--- src/rtl/if_id_branch_stage_pkg.sv ---
// Shared pipeline definitions: datapath width, NOP encoding, branch opcodes,
// the IF/ID register payload and the register-dependence helper.
package if_id_branch_stage_pkg;

    localparam int unsigned DW  = 32;
    localparam logic [31:0] NOP = 32'h0000_0000;
    localparam logic [5:0]  BEQ = 6'h04;
    localparam logic [5:0]  BNE = 6'h05;

    typedef struct packed {
        logic          valid;
        logic [DW-1:0] pc4;
        logic [31:0]   instr;
    } ifid_t;

    // $0 is hardwired to zero, so a write to it never creates a dependence.
    function automatic logic reg_hit(input logic [4:0] rd,
                                     input logic [4:0] rs,
                                     input logic [4:0] rt);
        return (rd != 5'd0) && ((rd == rs) || (rd == rt));
    endfunction

endpackage

--- src/rtl/if_id_branch_stage_if.sv ---
// Pipeline-side bundle of the IF/ID + ID branch stage; master drives fetch,
// regfile, control and hazard inputs, slave is the stage itself.
interface if_id_branch_stage_if;
    import if_id_branch_stage_pkg::*;

    logic [DW-1:0] IF_PC4;
    logic [31:0]   IF_Instr;
    logic [DW-1:0] ID_RD1;
    logic [DW-1:0] ID_RD2;
    logic [DW-1:0] EX_ALUResult;
    logic          forward3;
    logic          forward4;
    logic          Branch;
    logic          BranchNE;
    logic          EX_MemRead;
    logic          EX_RegWrite;
    logic [4:0]    EXReg_Rd;
    logic          MEM_RegWrite;
    logic [4:0]    MEMReg_Rd;

    logic [DW-1:0] ID_PC4;
    logic [31:0]   ID_Instr;
    logic          ID_Valid;
    logic [4:0]    IFReg_Rs;
    logic [4:0]    IFReg_Rt;
    logic          PCWrite;
    logic          IFIDWrite;
    logic          IDEX_Bubble;
    logic          PCSrc;
    logic [DW-1:0] BranchTarget;

    modport master (
        output IF_PC4, IF_Instr, ID_RD1, ID_RD2, EX_ALUResult, forward3, forward4,
               Branch, BranchNE, EX_MemRead, EX_RegWrite, EXReg_Rd,
               MEM_RegWrite, MEMReg_Rd,
        input  ID_PC4, ID_Instr, ID_Valid, IFReg_Rs, IFReg_Rt, PCWrite,
               IFIDWrite, IDEX_Bubble, PCSrc, BranchTarget
    );

    modport slave (
        input  IF_PC4, IF_Instr, ID_RD1, ID_RD2, EX_ALUResult, forward3, forward4,
               Branch, BranchNE, EX_MemRead, EX_RegWrite, EXReg_Rd,
               MEM_RegWrite, MEMReg_Rd,
        output ID_PC4, ID_Instr, ID_Valid, IFReg_Rs, IFReg_Rt, PCWrite,
               IFIDWrite, IDEX_Bubble, PCSrc, BranchTarget
    );

endinterface

--- src/rtl/if_id_branch_stage_branch_stall_fsm.sv ---
// Branch stall sequencer: turns load-use / MEM-stage hazard flags into a
// multi-cycle stall, re-evaluating the branch only after returning to RUN.
module if_id_branch_stage_branch_stall_fsm #(
    parameter int unsigned LOAD_STALL = 2,
    parameter int unsigned MEM_STALL  = 1
) (
    input  logic clk,
    input  logic rst_n,
    input  logic hz_load,
    input  logic hz_mem,
    output logic stall_c
);

    localparam int unsigned MAX_STALL = (LOAD_STALL > MEM_STALL) ? LOAD_STALL : MEM_STALL;
    localparam int unsigned CNT_W     = $clog2(MAX_STALL + 1);

    typedef enum logic {
        RUN   = 1'b0,
        STALL = 1'b1
    } state_e;

    state_e             state_q, state_d;
    logic [CNT_W-1:0]   cnt_q, cnt_d;

    always_comb begin
        state_d = state_q;
        cnt_d   = cnt_q;
        stall_c = (state_q == STALL) | (hz_load | hz_mem);
        case (state_q)
            RUN: begin
                // A one-cycle stall needs no STALL state: the hazard itself holds for that cycle.
                if (hz_load) begin
                    if (LOAD_STALL > 1) begin
                        state_d = STALL;
                        cnt_d   = CNT_W'(LOAD_STALL - 1);
                    end
                end else if (hz_mem) begin
                    if (MEM_STALL > 1) begin
                        state_d = STALL;
                        cnt_d   = CNT_W'(MEM_STALL - 1);
                    end
                end
            end
            STALL: begin
                stall_c = 1'b1;
                if (cnt_q == CNT_W'(1)) begin
                    state_d = RUN;
                    cnt_d   = '0;
                end else begin
                    cnt_d = cnt_q - CNT_W'(1);
                end
            end
            default: begin
                state_d = RUN;
                cnt_d   = '0;
            end
        endcase
        if (state_q == STALL) begin
            stall_c = 1'b1;
        end
    end

    always_ff @(posedge clk or negedge rst_n) begin
        if (!rst_n) begin
            state_q <= RUN;
            cnt_q   <= '0;
        end else begin
            state_q <= state_d;
            cnt_q   <= cnt_d;
        end
    end

endmodule

--- src/rtl/if_id_branch_stage.sv ---
// IF/ID pipeline register with ID-stage beq/bne resolution, branch hazard
// stall control and taken-branch flush of the delay-slot fetch.
module if_id_branch_stage
    import if_id_branch_stage_pkg::*;
#(
    parameter int unsigned LOAD_STALL = 2,
    parameter int unsigned MEM_STALL  = 1
) (
    input  logic                 clk,
    input  logic                 rst_n,
    if_id_branch_stage_if.slave  bus
);

    ifid_t          ifid_q, ifid_d;
    logic [4:0]     rs, rt;
    logic           br_active, hz_load, hz_mem, stall_c, eq, pcsrc_c;
    logic [DW-1:0]  op_a, op_b, imm_sext;

    assign rs = ifid_q.instr[25:21];
    assign rt = ifid_q.instr[20:16];

    // Hazards only matter for a real branch sitting in ID; the FSM masks them while stalled.
    assign br_active = ifid_q.valid & bus.Branch;
    assign hz_load   = br_active & bus.EX_MemRead & bus.EX_RegWrite & reg_hit(bus.EXReg_Rd, rs, rt);
    assign hz_mem    = br_active & ~hz_load & bus.MEM_RegWrite & reg_hit(bus.MEMReg_Rd, rs, rt);

    if_id_branch_stage_branch_stall_fsm #(
        .LOAD_STALL (LOAD_STALL),
        .MEM_STALL  (MEM_STALL)
    ) u_branch_stall_fsm (
        .clk     (clk),
        .rst_n   (rst_n),
        .hz_load (hz_load),
        .hz_mem  (hz_mem),
        .stall_c (stall_c)
    );

    assign op_a     = bus.forward3 ? bus.EX_ALUResult : bus.ID_RD1;
    assign op_b     = bus.forward4 ? bus.EX_ALUResult : bus.ID_RD2;
    assign eq       = (op_a == op_b);
    assign pcsrc_c  = br_active & ~stall_c & (eq ^ bus.BranchNE);
    assign imm_sext = {{(DW-16){ifid_q.instr[15]}}, ifid_q.instr[15:0]};

    assign bus.ID_PC4       = ifid_q.pc4;
    assign bus.ID_Instr     = ifid_q.instr;
    assign bus.ID_Valid     = ifid_q.valid;
    assign bus.IFReg_Rs     = rs;
    assign bus.IFReg_Rt     = rt;
    assign bus.PCWrite      = ~stall_c;
    assign bus.IFIDWrite    = ~stall_c;
    assign bus.IDEX_Bubble  = stall_c;
    assign bus.PCSrc        = pcsrc_c;
    assign bus.BranchTarget = ifid_q.pc4 + (imm_sext << 2);

    // Stall holds, a taken branch squashes the delay-slot fetch, otherwise advance.
    always_comb begin
        ifid_d = ifid_q;
        if (!stall_c) begin
            if (pcsrc_c) begin
                ifid_d = '{valid: 1'b0, pc4: '0, instr: NOP};
            end else begin
                ifid_d = '{valid: 1'b1, pc4: bus.IF_PC4, instr: bus.IF_Instr};
            end
        end
    end

    always_ff @(posedge clk or negedge rst_n) begin
        if (!rst_n) begin
            ifid_q <= '{valid: 1'b0, pc4: '0, instr: NOP};
        end else begin
            ifid_q <= ifid_d;
        end
    end

endmodule

--- src/flat_wrapper.sv ---
// flat-port wrapper written by rule: the top's interface ports become plain ports
module if_id_branch_stage_flat import if_id_branch_stage_pkg::*;
#(
    parameter int unsigned LOAD_STALL = 2,
    parameter int unsigned MEM_STALL  = 1
)
  (clk, rst_n, bus_IF_PC4, bus_IF_Instr, bus_ID_RD1, bus_ID_RD2, bus_EX_ALUResult, bus_forward3, bus_forward4, bus_Branch, bus_BranchNE, bus_EX_MemRead, bus_EX_RegWrite, bus_EXReg_Rd, bus_MEM_RegWrite, bus_MEMReg_Rd, bus_ID_PC4, bus_ID_Instr, bus_ID_Valid, bus_IFReg_Rs, bus_IFReg_Rt, bus_PCWrite, bus_IFIDWrite, bus_IDEX_Bubble, bus_PCSrc, bus_BranchTarget);
  if_id_branch_stage_if bus_i ();
  input  logic clk;
  input  logic rst_n;
  input wire logic [$bits(bus_i.IF_PC4)-1:0] bus_IF_PC4;
  input wire logic [$bits(bus_i.IF_Instr)-1:0] bus_IF_Instr;
  input wire logic [$bits(bus_i.ID_RD1)-1:0] bus_ID_RD1;
  input wire logic [$bits(bus_i.ID_RD2)-1:0] bus_ID_RD2;
  input wire logic [$bits(bus_i.EX_ALUResult)-1:0] bus_EX_ALUResult;
  input wire logic [$bits(bus_i.forward3)-1:0] bus_forward3;
  input wire logic [$bits(bus_i.forward4)-1:0] bus_forward4;
  input wire logic [$bits(bus_i.Branch)-1:0] bus_Branch;
  input wire logic [$bits(bus_i.BranchNE)-1:0] bus_BranchNE;
  input wire logic [$bits(bus_i.EX_MemRead)-1:0] bus_EX_MemRead;
  input wire logic [$bits(bus_i.EX_RegWrite)-1:0] bus_EX_RegWrite;
  input wire logic [$bits(bus_i.EXReg_Rd)-1:0] bus_EXReg_Rd;
  input wire logic [$bits(bus_i.MEM_RegWrite)-1:0] bus_MEM_RegWrite;
  input wire logic [$bits(bus_i.MEMReg_Rd)-1:0] bus_MEMReg_Rd;
  output wire logic [$bits(bus_i.ID_PC4)-1:0] bus_ID_PC4;
  output wire logic [$bits(bus_i.ID_Instr)-1:0] bus_ID_Instr;
  output wire logic [$bits(bus_i.ID_Valid)-1:0] bus_ID_Valid;
  output wire logic [$bits(bus_i.IFReg_Rs)-1:0] bus_IFReg_Rs;
  output wire logic [$bits(bus_i.IFReg_Rt)-1:0] bus_IFReg_Rt;
  output wire logic [$bits(bus_i.PCWrite)-1:0] bus_PCWrite;
  output wire logic [$bits(bus_i.IFIDWrite)-1:0] bus_IFIDWrite;
  output wire logic [$bits(bus_i.IDEX_Bubble)-1:0] bus_IDEX_Bubble;
  output wire logic [$bits(bus_i.PCSrc)-1:0] bus_PCSrc;
  output wire logic [$bits(bus_i.BranchTarget)-1:0] bus_BranchTarget;
  assign bus_i.IF_PC4 = bus_IF_PC4;
  assign bus_i.IF_Instr = bus_IF_Instr;
  assign bus_i.ID_RD1 = bus_ID_RD1;
  assign bus_i.ID_RD2 = bus_ID_RD2;
  assign bus_i.EX_ALUResult = bus_EX_ALUResult;
  assign bus_i.forward3 = bus_forward3;
  assign bus_i.forward4 = bus_forward4;
  assign bus_i.Branch = bus_Branch;
  assign bus_i.BranchNE = bus_BranchNE;
  assign bus_i.EX_MemRead = bus_EX_MemRead;
  assign bus_i.EX_RegWrite = bus_EX_RegWrite;
  assign bus_i.EXReg_Rd = bus_EXReg_Rd;
  assign bus_i.MEM_RegWrite = bus_MEM_RegWrite;
  assign bus_i.MEMReg_Rd = bus_MEMReg_Rd;
  assign bus_ID_PC4 = bus_i.ID_PC4;
  assign bus_ID_Instr = bus_i.ID_Instr;
  assign bus_ID_Valid = bus_i.ID_Valid;
  assign bus_IFReg_Rs = bus_i.IFReg_Rs;
  assign bus_IFReg_Rt = bus_i.IFReg_Rt;
  assign bus_PCWrite = bus_i.PCWrite;
  assign bus_IFIDWrite = bus_i.IFIDWrite;
  assign bus_IDEX_Bubble = bus_i.IDEX_Bubble;
  assign bus_PCSrc = bus_i.PCSrc;
  assign bus_BranchTarget = bus_i.BranchTarget;
  if_id_branch_stage #(.LOAD_STALL(LOAD_STALL), .MEM_STALL(MEM_STALL)) u_core (.clk(clk), .rst_n(rst_n), .bus(bus_i));
endmodule
--- config.mk ---
export PLATFORM = sky130hd
export DESIGN_NAME = if_id_branch_stage_flat
export DESIGN_NICKNAME = d
export VERILOG_FILES = /design/src/rtl/if_id_branch_stage_pkg.sv /design/src/rtl/if_id_branch_stage_if.sv /design/src/rtl/if_id_branch_stage_branch_stall_fsm.sv /design/src/rtl/if_id_branch_stage.sv /design/src/flat_wrapper.sv
export SDC_FILE = /design/constraint.sdc
export NUM_CORES = 1
export LEC_CHECK = 0
export CORE_MARGIN = 5
export CORE_UTILIZATION = 44
export CTS_CLUSTER_SIZE = 40
export DETAILED_ROUTE_END_ITERATION = 8
export GPL_TIMING_DRIVEN = 0
export PLACE_DENSITY = 0.88
export SLEW_MARGIN = 20
export SYNTH_ARGS = -nofsm -noshare
export SYNTH_HDL_FRONTEND = slang
export SYNTH_SLANG_ARGS = --single-unit
--- constraint.sdc ---
create_clock -name clk -period 6.7 [get_ports clk]
set_input_delay 1.005 -clock clk [delete_from_list [all_inputs] [get_ports clk]]
set_output_delay 1.005 -clock clk [all_outputs]
set_load 0.01 [all_outputs]
Word level (Yosys, flattened, before mapping)
Index checks and enable logic that the tools add are counted.

Input bits: 179. Logic and storage cells: 45. Output and inout bits: 111. Register bits after elaboration: 68.

Equal/unequal tests: 7. Bitwise gates (word level): 15. Add/sub/neg operators: 2. Reduce and logical (&&, ||, !) cells: 6. Multiplexer cells: 10.

Operators with widths (count): 2-to-1 mux 65 bit (1); 2-to-1 mux 32 bit (2); adder 32 bit (1); == test 32 bit (1); == test 5 bit (4); nonzero test 5 bit (2); AND 1 bit (9); 2-to-1 mux 2 bit (2); one-hot mux 2 bit (2 select lines) (1); 2-to-1 mux 1 bit (3); NOT 1 bit (3); == test 2 x 1 -> 1 bit (second input constant) (1); logical AND 1 bit (2); logical OR 1 bit (2); inequality test 2 x 1 -> 1 bit (second input constant) (1); bitwise OR 1 bit (2); one-hot mux 1 bit (2 select lines) (1); subtractor 2 x 1 -> 2 bit (second input constant) (1); XOR 1 bit (1).

Longest topological paths before layout
Gate-level depths: netlist of the first run.

Depth in word-level cells: 15. Gate-level depth with buffers: 11. Mapped depth without buffers: 11.

Hierarchy
A second synthesis of the first run with hierarchy kept.

Cell total of the unflattened synthesis: 619. Area, all modules: 5689.2 um2.

Modules (own cells, without submodules): if_id_branch_stage (cells an instance 608, area each 5557.8 um2, instances 1, sequential area each 1626.6 um2); if_id_branch_stage_branch_stall_fsm (cells an instance 11, area each 131.4 um2, instances 1, sequential area each 75.1 um2).

Least setup slack after synthesis of the first run
No wires, ideal clock.

Path type: input-to-output. From: input port bus_EXReg_Rd[0]. To: output port bus_PCWrite. Slack: 3156 ps. Path buffers: 2. Data arrival time: 2539 ps. Stages: 7. Data required time: 5695 ps. Cells stage by stage: or4_1 o2111ai_1 o22ai_1 nand2b_1 clkbuf_1 inv_1 buf_4.

Longest elaborated chain between the ends: 12. Elaborated cells between the ends (all ways): 14. Classes of those cells: 2 x eq/ne; 1 x mux; 8 x bitwise; 3 x reduce/logical.

Ends and longest elaborated chain: start: declaration (RTL line flat_wrapper.sv:22) `input wire logic [$bits(bus_i.EXReg_Rd)-1:0] bus_EXReg_Rd;`; == test 5 bit (RTL line if_id_branch_stage_pkg.sv:20) `return (rd != 5'd0) && ((rd == rs) || (rd == rt));`; logical OR 1 bit (RTL line if_id_branch_stage_pkg.sv:20); logical AND 1 bit (*) (RTL line if_id_branch_stage_pkg.sv:20); AND 1 bit (*) (RTL line if_id_branch_stage.sv:24) `assign hz_load = br_active & bus.EX_MemRead & bus.EX_RegWrite & reg_hit(bus.EXReg_Rd, rs, rt);`; NOT 1 bit (RTL line if_id_branch_stage.sv:25) `assign hz_mem = br_active & ~hz_load & bus.MEM_RegWrite & reg_hit(bus.MEMReg_Rd, rs, rt);`; AND 1 bit (3 in a row) (RTL line if_id_branch_stage.sv:25); bitwise OR 1 bit (*) (2 in a row) (RTL line if_id_branch_stage_branch_stall_fsm.sv:28) `stall_c = (state_q == STALL) | (hz_load | hz_mem);`; 2-to-1 mux 1 bit (*) (RTL line if_id_branch_stage_branch_stall_fsm.sv:58) `if (state_q == STALL) begin`; net bus_IDEX_Bubble (RTL line flat_wrapper.sv:32) `output wire logic [$bits(bus_i.IDEX_Bubble)-1:0] bus_IDEX_Bubble;`; NOT 1 bit (*); end: declaration (RTL line flat_wrapper.sv:30) `output wire logic [$bits(bus_i.PCWrite)-1:0] bus_PCWrite;`.

The timed path passes the listed nets; every way through them passes the cells marked *.

Final worst setup path of the first run
From: input port bus_forward3. To: output port bus_PCSrc.

Longest elaborated chain between the ends: 4.

Ends and longest elaborated chain: start: declaration (RTL line flat_wrapper.sv:16) `input wire logic [$bits(bus_i.forward3)-1:0] bus_forward3;`; 2-to-1 mux 32 bit (RTL line if_id_branch_stage.sv:38) `assign op_a = bus.forward3 ? bus.EX_ALUResult : bus.ID_RD1;`; == test 32 bit (RTL line if_id_branch_stage.sv:40) `assign eq = (op_a == op_b);`; XOR 1 bit (RTL line if_id_branch_stage.sv:41) `assign pcsrc_c = br_active & ~stall_c & (eq ^ bus.BranchNE);`; AND 1 bit (RTL line if_id_branch_stage.sv:41); end: declaration (RTL line flat_wrapper.sv:33) `output wire logic [$bits(bus_i.PCSrc)-1:0] bus_PCSrc;`.

Every way passes these cells.

==> results by group, run 1 <==
Critical path
  • CP Data Arrival Time: 3.78 ns
  • CP Class: input port to output port
  • Startpoint Class: input port
  • Critical Path End Type: output port
  • Worst r2r path cells: 8
  • Maximum fanout count along the critical path: 10
  • Worst EP required: 5.69 ns

Route
  • Via count: about 5,600
  • Final wirelength: between 20 and 25 mm
  • Routed vias/inst: between 5 and 6
  • Drt drc: 0
  • Routed Antenna Nets: 0
  • TritonRoute pass-1 iters: 4
  • Iteration-0 DRC Markers: ~320
  • Routed len/inst: between 15 and 20 um

Synthesis
  • Seq/Total Area, Yosys: roughly 30%
  • Syn Std Cell Area: approximately 0.0055 mm^2
  • Post-Synthesis Cells: 576
  • Synthesized net count: about 790
  • Share of the synthesized area in the top cell type: slightly above 30%
  • Ys Warns: 0
  • Main synth FF type: dfrtp_1
  • Post-synthesis async set-or-reset flop share: between 90% and 100%
  • Post-synth EDFFs: 0
  • #FFs+latches synth: 68
  • Top area cells in the synthesized netlist: dfrtp_1 31%, xnor2_1 11%, a22o_1 10%, xor2_1 9.5%, ha_1 6.8%
  • Yosys top cell by area: dfrtp_1
  • Synthesized area per cell: 9.621 um^2
  • Yosys cell types: 54

Global route
  • First-pass GRT wire length: ~31 mm
  • M2 GR Usage: between 40 and 50%
  • Antenna violations before repair: 0
  • Met1 GRT Util: roughly a third
  • GR Util met3: ~7.8%
  • Largest net degree at the start of global routing: between 40 and 50
  • Total GRT Usage: 26.76%
  • Total congestion overflow: 0
  • Vias in the first global route: roughly 5,900
  • Most used routing layer: met2

Timing
  • Setup Viol. Count Final: 0
  • Period minus WS final: around 4.8 ns
  • Pins Over Slew Limit: 0
  • Worst Tran Pin Value: about 0.7 ns
  • Setup TNS: 0 ns
  • Achievable Freq: approximately 210 MHz
  • Clock Skew: between 0.01 and 0.015 ns
  • Final Hold Viols: 0
  • Unrepaired setup endpoints after global routing: no
  • Final worst-path cycle share: a little under three quarters
  • Slew HR: a little over half

Placed design
  • Placed cell count: 1,037
  • IO buf count: approximately 290
  • RePlAce Congestion: around 0.95
  • DP HPWL: roughly 17 mm

Hold path
  • Hold Path Stages: 1
  • HP Class: flip-flop to flip-flop

Power and ir drop
  • Clk pwr share: a little over a fifth
  • Peak VDD IR: 128.7 uV
  • Switch Pwr: a little over 0.7 mW
  • Sequential fraction of design power: 26.0%
  • Sw Share: a little over a third
  • LEAKAGE: 3.891 nW
  • Pint: 1.291 mW
  • Logic pwr share: between 50% and 60%
  • Pwr Density: approximately 230 mW/mm^2

Final layout
  • Nets: 1,086
  • Final Non-Filler Cells: 1,052
  • Fill cells: a little under 1,000
  • N_diodes: 0
  • Multi-input gate area: 0.003545 mm^2
  • FF/Latch Area: ~0.0017 mm^2
  • Synth-to-layout area growth: 61.17%
  • Layout cells sized above 1: 5.114%

CTS
  • Worst skew pair latency: roughly 0.34 ns
  • Number of H-tree levels: 3
  • Clk pin slew, worst setup/hold paths: about 0.06 ns
  • Postcts setup bufs: 0
  • Post-CTS Resized: 0
  • TritonCTS clock tree: yes
  • Clk buf depth: 2
  • Hold buffer count at CTS: 0
  • CTS root buf: clkbuf_16
  • CTS Buf Count: 9
  • Clock sink count: 68

Floorplan
  • FP Rows: between 40 and 50
  • Core region area: between 0.01 and 0.015 mm^2
  • Starting Density: roughly 44%
  • Ports: 290
  • Die X: 122.2 um
  • Die footprint: 0.01494 mm^2
  • Chip height: 122.2 um

Status
  • Status: finished clean

Run
  • Max-cap violations: 0
==> power by group through the flow <==
stage          sequential, mW  combinational [mW]  clock, mW
2_1_floorplan           0.539               0.496          0
3_3_place_gp            0.527                1.03          0
3_5_place_dp            0.530                1.05          0
4_1_cts                 0.524                1.05      0.444
5_1_grt                 0.532                1.13      0.465
6_report                0.523                1.05      0.438
==> per-layer routing <==
metal  up-vias  wire length (um)
met5         -                 0
met4         0               773
met3        52              1535
met2       203              9808
met1      2625              7972
li1       2727                 -
==> synthesized netlist by cell type (10+ instances only) <==
library cell  instances
nand3_1              10
a21oi_1              23
a22o_1               66
xor2_1               60
nand2_1              23
ha_1                 30
a21o_1               22
o21ai_0              15
dfrtp_1              68
nor3_1               12
nor4_1               10
xnor2_1              72
nor2_1               22
buf_4                13
clkbuf_1             11
inv_1                15
==> placed cells by master (no fill, tap or decap), types with 10 or more instances in the layout <==
cell type,instances
o21ai_0,15
xor2_1,60
clkbuf_1,11
nor4_1,10
xnor2_1,72
nand3_1,10
a21oi_1,23
buf_4,14
a22o_1,66
clkdlybuf4s50_1,287
a21o_1,22
nor3_1,12
dfrtp_1,68
ha_1,30
nand2_1,23
inv_1,15
nor2_1,22
==> registers in the layout (all words and copies together), names as in the netlist <==
register	cells
u_core.bus.ID_Valid	1
u_core.u_branch_stall_fsm.cnt_q	2
u_core.bus.ID_PC4	32
u_core.u_branch_stall_fsm.state_q	1
u_core.bus.ID_Instr	32
==> final cells by class <==
| class | count | share of cell area [%] |
|---|---|---|
| Buffer | 34 | 2.676 |
| Tap cell | 172 | 2.410 |
| Multi-Input combinational cell | 459 | 39.69 |
| Clock buffer | 9 | 2.522 |
| Timing Repair Buffer | 289 | 32.56 |
| Inverter | 15 | 0.6304 |
| Clock inverter | 6 | 0.4623 |
| Sequential cell | 68 | 19.05 |
==> worst paths after layout <==
path / to / slack, ns / start
min in group asynchronous: u_core.bus.ID_PC4[23]$_DFFE_PN0N_ / 0.57 / rst_n
hold / removal: u_core.u_branch_stall_fsm.cnt_q[0]$_DFFE_PN0P_ / 0.50 / u_core.u_branch_stall_fsm.cnt_q[0]$_DFFE_PN0P_
hold reg to reg: u_core.u_branch_stall_fsm.cnt_q[0]$_DFFE_PN0P_ / 0.50 / u_core.u_branch_stall_fsm.cnt_q[0]$_DFFE_PN0P_
setup / recovery: bus_PCSrc / 1.91 / bus_forward3
setup reg to reg: u_core.bus.ID_Instr[31]$_DFFE_PN0N_ / 3.86 / u_core.bus.ID_Instr[24]$_DFFE_PN0N_
max in group asynchronous: u_core.u_branch_stall_fsm.state_q$_DFF_PN0_ / 5.58 / rst_n
==> worst max-delay path, cell delays in order <==
cell	delay, ns
clkdlybuf4s50_1	0.54
buf_6	0.19
buf_2	0.25
mux2i_1	0.27
xnor2_1	0.10
nor4_1	0.29
a32o_1	0.28
nand2_1	0.07
mux2_2	0.23
clkdlybuf4s50_1	0.55
==> kinds of logic after synthesis <==
| family | share of synthesized area (%) |
|---|---|
| AO/OA/AOI/OAI | 23.80 |
| adder cells (fa/ha/maj) | 7.135 |
| AND/OR/NAND/NOR | 10.34 |
| flip-flops | 30.71 |
| XOR/XNOR | 20.86 |
| multiplexers | 1.829 |
| buffers and inverters | 5.328 |
==> through the flow <==
stage               setup WS [ns]  hold slack [ns]  utilization, %  power (mW)  area [um^2]
global route                1.656           0.5256           71.65       2.132         8931
global placement            1.921           0.4728           69.31       1.557         8640
finish                      1.913           0.5014           71.65       2.012         8931
CTS                         1.904           0.5081           71.65       2.022         8931
detailed placement          1.921           0.4939           69.51       1.579         8665
floorplan                   3.156           0.4536               -       1.035         5542
(Power assumes the default switching activity.)
==> run 2: changes to the inputs <==
Settings changed: CORE_UTILIZATION 44 to 37, PLACE_DENSITY 0.88 to 0.79.
Clock period 6.7 ns to 4.3 ns, I/O delays scaled along.
==> run 2 against run 1 <==
  * Clock power grew 70%
  * First-iteration DRC count shrank 21%
  * Register-to-register slack lost 2.3 ns
  * Design area grew 0.73%
  * Combinational power grew 56%
  * Global-route usage shrank 4.4 points
  * Non-clock buffer count grew 2
  * Largest cell class unchanged
==> results by group, run 2 (synthesized netlist as in run 1, its figures left out) <==
Final layout
  • Most common cell after layout, fill and taps aside: clkdlybuf4s50_1
  • Synth-to-layout area growth: 62.34%
  • Layout cells sized above 1: 5.776% (+0.66 points)
  • N_diodes: 0 (unchanged)
  • Nets: 1,088 (+0.18%)
  • Most frequent cells in the layout: 287 x clkdlybuf4s50_1, 72 x xnor2_1, 67 x dfrtp_1
  • Final Instance Area: 0.008996 mm^2 (+0.73%)

Critical path
  • Startpoint Class: flip-flop
  • Max incr delay on CP: 0.57 ns (+0.02 ns)
  • Critical Path End Type: output port
  • CP Data Arrival Time: 3.46 ns (-0.32 ns)
  • Worst EP required: 3.65 ns (-2.04 ns)
  • CP cell instances: ha_1 > inv_1 > fa_1 > nor2b_1 > o21ai_0 > a21boi_1 > o31ai_2 > o211ai_1 > o31a_1 > a31oi_1 > xnor2_1 > clkdlybuf4s50_1
  • CP Class: flip-flop to output port
  • Max stage delay cell, worst path: clkdlybuf4s50_1
  • Worst path top cell family by delay: compound AO/OA/AOI/OAI gates
  • Maximum fanout count along the critical path: 3 (-7)
  • Bufs and invs on worst path: 2 (-2)

Placed design
  • DP HPWL: 16.88 mm (+0.48%)
  • IO buf count: 288 (unchanged)
  • Post-placement cell area: 0.008672 mm^2 (about the same)
  • RePlAce Congestion: 0.9144 (-3.9%)

Floorplan
  • Die footprint: 0.01752 mm^2 (+17%)
  • FP Rows: 44 (+7.3%)
  • Starting Density: 37.98% (-6.5 points)
  • Die X: 132.4 um (+8.3%)
  • Ports: 290 (unchanged)
  • Core region area: 0.01459 mm^2 (+17%)
  • Chip height: 132.4 um (+8.3%)

Run
  • Max-cap violations: 0 (unchanged)

Timing
  • Setup Viol. Count Final: 0 (unchanged)
  • Final worst-path cycle share: around 95%
  • Clock Skew: 0.008101 ns (-0.003065 ns)
  • Pins Over Slew Limit: 0 (unchanged)
  • Slew HR: 56.31% (+2.1 points)
  • Unrepaired setup endpoints after global routing: no
  • Achievable Freq: around 240 MHz
  • Period minus WS final: between 4 and 5 ns
  • Final Hold Viols: 0 (unchanged)
  • Worst Tran Pin Value: 0.6389 ns (-0.04872 ns)
  • Setup TNS: 0 ns (unchanged)

Global route
  • Total GRT Usage: 22.38% (-4.4 points)
  • Largest net degree at the start of global routing: 38 (-14%)
  • Vias in the first global route: 5,674 (-3.8%)
  • Total congestion overflow: 0 (unchanged)
  • First-pass GRT wire length: 31.48 mm (+1.9%)
  • Antenna violations before repair: 0 (unchanged)

CTS
  • CTS Buf Count: 9 (unchanged)
  • CTS root buf: clkbuf_16
  • Clk pin slew, worst setup/hold paths: 0.06 ns (about the same)
  • Clock sink count: 68 (unchanged)
  • Hold buffer count at CTS: 0 (unchanged)
  • TritonCTS clock tree: yes
  • Clk buf depth: 2 (unchanged)
  • Worst skew pair latency: 0.34 ns (about the same)
  • Number of H-tree levels: 3 (unchanged)

Power and ir drop
  • Peak VDD IR: 226.7 uV (+76%)
  • LEAKAGE: 3.913 nW (+0.56%)
  • Pwr Density: 355.6 mW/mm^2 (+58%)

Status
  • Status: finished clean

Route
  • Routed Antenna Nets: 0 (unchanged)
  • Via count: 5,536 (-1.3%)
  • Iteration-0 DRC Markers: 256 (-21%)
  • Final wirelength: 20.32 mm (+1.2%)
  • Routed vias/inst: 5.188 (-2.7%)
  • Routed len/inst: 19.05 um (-0.26%)
  • Drt drc: 0 (unchanged)
  • TritonRoute pass-1 iters: 4 (unchanged)

Hold path
  • HP Class: input port to asynchronous set/reset pin
## run 2: what timing repair did
item | 4_1_cts | 5_1_grt
pin swaps | 1 | 0
gates resized for setup | 2 | 4
setup endpoints to repair | 4 | 8
buffers inserted | 2 | 0
## run 2: path summary, 6_finish.rpt
kind                                                                startpoint                                        endpoint  slack, ns  cells past startpoint
min in group clk                u_core.u_branch_stall_fsm.cnt_q[0]$_DFFE_PN0P_  u_core.u_branch_stall_fsm.cnt_q[0]$_DFFE_PN0P_       0.48                      1
worst max-delay path                          u_core.bus.ID_PC4[2]$_DFFE_PN0N_                            bus_BranchTarget[26]       0.20                     12
max in group asynchronous                                                rst_n             u_core.bus.ID_Instr[15]$_DFFE_PN0N_       3.50                      2
worst min register to register  u_core.u_branch_stall_fsm.cnt_q[0]$_DFFE_PN0P_  u_core.u_branch_stall_fsm.cnt_q[0]$_DFFE_PN0P_       0.48                      1
worst max register to register             u_core.bus.ID_Instr[19]$_DFFE_PN0N_               u_core.bus.ID_PC4[20]$_DFFE_PN0N_       1.52                      8
worst min-delay path                                                     rst_n               u_core.bus.ID_PC4[22]$_DFFE_PN0N_       0.25                      1
## run 2: final cells by class
| class | instances | area, um^2 |
|---|---|---|
| plain buffers | 34 | 239.0 |
| clock buffers | 10 | 229.0 |
| clock inverters | 6 | 65.06 |
| fillers | 1252 | 5593 |
| inverters | 15 | 56.30 |
| multi-input cells | 459 | 3558 |
| flip-flops and latches | 68 | 1703 |
| well taps | 184 | 230.2 |
| repair buffers | 291 | 2915 |
## run 2: worst reg2reg max path: stages, from the launching register on
cell	delay (ns)
dfrtp_1	0.47
xor2_1	0.18
nor3_1	0.19
a22oi_1	0.12
o22ai_1	0.28
nand2b_1	0.25
clkbuf_1	0.47
clkbuf_1	0.52
a22o_1	0.24
## run 2: power breakdown
group / switching [mW] / total (mW) / internal [mW]
registers: 0.0930 / 0.817 / 0.724
clock network: 0.297 / 0.746 / 0.449
logic: 0.728 / 1.64 / 0.908
## run 2: metrics by stage
stage / util [%] / total power, mW / hold slack (ns) / setup WS, ns / cells
floorplan: - / 1.613 / 0.3494 / 1.263 / 576
global placement: 59.32 / 2.435 / 0.4744 / 0.1981 / 1048
detailed placement: 59.44 / 2.453 / 0.4792 / 0.2621 / 1049
CTS: 61.60 / 3.223 / 0.2526 / 0.006499 / 1067
global route: 61.66 / 3.382 / 0.2759 / 0.01155 / 1067
finish: 61.66 / 3.199 / 0.2455 / 0.1982 / 1067
## run 2: per-layer routing
layer | GRT usage [%] | wire [um]
met5 | 0 | 0
met4 | 5.882 | 490
met3 | 5.802 | 1287
met2 | 38.10 | 10030
met1 | 28.15 | 8516
==> run 3: changes to the inputs <==
Settings changed: GPL_ROUTABILITY_DRIVEN set to 0, GPL_TIMING_DRIVEN 0 to 1, PLACE_DENSITY 0.79 to 0.77.
==> run 3 against run 2 <==
  * Clock-buffer cell count up 1
  * Non-clock buffer count shrank 27
  * Cell count is 2.6% lower
  * Via count down 1.0%
  * First-iteration DRC count grew 31%
  * Sequential power fell by 0.5%
  * Register-to-register slack better by 0.27 ns
==> results by group, run 3 (synthesized netlist as in run 1, its figures left out) <==
Critical path
  • Max incr delay on CP: 0.56 ns (about the same)
  • CP Class: flip-flop to output port
  • Worst Setup SP: u_core.bus.ID_Instr[0]$_DFFE_PN0N_
  • Startpoint Class: flip-flop
  • Critical Path End Type: output port
  • R2r setup slk: 1.79 ns (+0.27 ns)
  • Worst r2r path cells: 8 (unchanged)
  • Worst path top cell family by delay: compound AO/OA/AOI/OAI gates
  • Worst r2r src: u_core.bus.ID_Instr[19]$_DFFE_PN0N_
  • Max stage delay cell, worst path: clkdlybuf4s50_1
  • CP cell instances: ha_1 > inv_1 > fa_1 > nor2b_1 > o21ai_1 > a21boi_1 > o31ai_1 > o211ai_1 > o31a_1 > a31oi_1 > xnor2_1 > clkdlybuf4s50_1
  • CP Data Arrival Time: 3.47 ns (about the same)
  • Bufs and invs on worst path: 2 (unchanged)
  • Worst EP required: 3.65 ns (about the same)
  • Maximum fanout count along the critical path: 3 (unchanged)
  • Worst flop-to-flop path endpoint: u_core.bus.ID_Instr[9]$_DFFE_PN0N_

Power and ir drop
  • Logic pwr share: 49.8% (-1.3 points)
  • Pint: 2.140 mW (+2.9%)
  • Sw Share: 33.71% (-1.3 points)
  • Peak VDD IR: 223.9 uV (-1.2%)
  • LEAKAGE: 3.833 nW (-2.0%)
  • Switch Pwr: 1.089 mW (-2.7%)
  • Pwr Density: 365.2 mW/mm^2 (+2.7%)
  • Sequential fraction of design power: 25.2% (-0.3 points)
  • Clk pwr share: 25.0% (+1.7 points)

Floorplan
  • Die X: 132.4 um (unchanged)
  • Starting Density: 37.98% (unchanged)
  • Ports: 290 (unchanged)
  • FP Rows: 44 (unchanged)
  • Chip height: 132.4 um (unchanged)
  • Die footprint: 0.01752 mm^2 (unchanged)
  • Core region area: 0.01459 mm^2 (unchanged)

Status
  • Status: finished clean

Global route
  • Antenna violations before repair: 1 (+1)
  • GR Util met3: 6.069% (+0.27 points)
  • Vias in the first global route: 5,659 (-0.26%)
  • Most used routing layer: met2
  • Total congestion overflow: 0 (unchanged)
  • First-pass GRT wire length: 30.64 mm (-2.7%)
  • Met1 GRT Util: 27.36% (-0.79 points)
  • M2 GR Usage: 35.34% (-2.8 points)
  • Total GRT Usage: 21.60% (-0.78 points)
  • Largest net degree at the start of global routing: 69 (+82%)

Timing
  • Setup TNS: 0 ns (unchanged)
  • Achievable Freq: 243.1 MHz (-0.29%)
  • Setup Viol. Count Final: 0 (unchanged)
  • Final Hold Viols: 0 (unchanged)
  • Slew HR: 42.09% (-14 points)
  • Clock Skew: 0.006296 ns (-0.001805 ns)
  • Final worst-path cycle share: 95.67% (+0.27 points)
  • Worst Tran Pin Value: 0.8687 ns (+0.2298 ns)
  • Unrepaired setup endpoints after global routing: no
  • Pins Over Slew Limit: 0 (unchanged)
  • Worst hold slack: 0.4269 ns (+0.1813 ns)
  • Period minus WS final: 4.114 ns (+0.01182 ns)

CTS
  • CTS root buf: clkbuf_16
  • Clk pin slew, worst setup/hold paths: 0.06 ns (about the same)
  • Clock sink count: 68 (unchanged)
  • Number of H-tree levels: 3 (unchanged)
  • Clk buf depth: 2 (unchanged)
  • Worst skew pair latency: 0.34 ns (about the same)
  • TritonCTS clock tree: yes
  • CTS Buf Count: 9 (unchanged)

Placed design
  • Placed cell count: 1,023 (-2.5%)
  • DP HPWL: 15.94 mm (-5.6%)
  • IO buf count: 289 (+0.35%)

Final layout
  • Synth-to-layout area growth: 59.54%
  • Most frequent cells in the layout: 288 x clkdlybuf4s50_1, 72 x xnor2_1, 68 x dfrtp_1
  • Fill cells: 1,289 (+3.0%)
  • Final Non-Filler Cells: 1,039 (-2.6%)
  • Most common cell after layout, fill and taps aside: clkdlybuf4s50_1
  • N_diodes: 0 (unchanged)
  • Layout cells sized above 1: 3.977% (-1.8 points)
  • Nets: 1,061 (-2.5%)

Route
  • Routed Antenna Nets: 0 (unchanged)
  • Drt drc: 0 (unchanged)
  • Final wirelength: 19.31 mm (-5.0%)
  • Iteration-0 DRC Markers: 336 (+31%)
  • Routed len/inst: 18.59 um (-2.4%)
  • Routed vias/inst: 5.272 (+1.6%)
  • Via count: 5,478 (-1.0%)
  • TritonRoute pass-1 iters: 4 (unchanged)

Hold path
  • HP Class: input port to asynchronous set/reset pin

Run
  • Max-cap violations: 0 (unchanged)
## run 3: cell types whose count changed in the layout (fill, tap and decap cells not counted), moves of 2 or more
cell	change
clkbuf_1	-12
buf_6	-8
buf_4	-6
buf_2	-2
clkbuf_8	+2
clkinv_4	-2
o21ai_0	-2
o21ai_1	+2
## run 3: final cells by class
type	count	area, um^2	share of cell area (%)
clock buffer	11	252.7	2.859
clock inverter	4	72.57	0.8208
inverter	15	56.30	0.6369
multi-input combinational	459	3570	40.38
sequential	68	1702	19.25
tap	184	230.2	2.604
timing repair buffer	298	2958	33.46
## run 3: worst max path at each step
stage / cells past startpoint / end
after detailed placement: 12 / bus_BranchTarget[26]
after global placement: 12 / bus_BranchTarget[26]
final: 12 / bus_BranchTarget[26]
after floorplan: 9 / bus_BranchTarget[29]
after global routing: 12 / bus_BranchTarget[26]
after CTS: 10 / bus_BranchTarget[25]
## run 3: stage by stage
stage	instance area (um^2)	setup WS, ns	util (%)	power [mW]
global route	8841	0.01124	60.60	3.425
finish	8841	0.1864	60.60	3.229
detailed placement	8487	0.3562	58.17	2.423
global placement	8487	0.4006	58.17	2.406
floorplan	5542	1.263	-	1.613
CTS	8812	0.08716	60.40	3.255
## run 3: layer usage
| metal | vias to the layer above | wire, um |
|---|---|---|
| met5 | - | 13 |
| li1 | 2660 | - |
| met1 | 2577 | 8023 |
| met4 | 2 | 536 |
| met3 | 37 | 1450 |
| met2 | 202 | 9289 |
## run 3: power by group through the flow
stage / clock network, mW / logic (mW) / registers [mW]
5_1_grt: 0.856 / 1.74 / 0.828
3_3_place_gp: 0 / 1.58 / 0.823
6_report: 0.808 / 1.61 / 0.813
2_1_floorplan: 0 / 0.773 / 0.839
3_5_place_dp: 0 / 1.60 / 0.823
4_1_cts: 0.833 / 1.61 / 0.814
## run 3: what timing repair did
action / CTS / global route
endpoints found under the setup margin: 2 / 7
pin swaps: 0 / 1
hold endpoints to repair: 0 / 0
cloned: 0 / 0
gates resized for setup: 2 / 6
hold buffers: 0 / 0
buffers inserted: 0 / 1
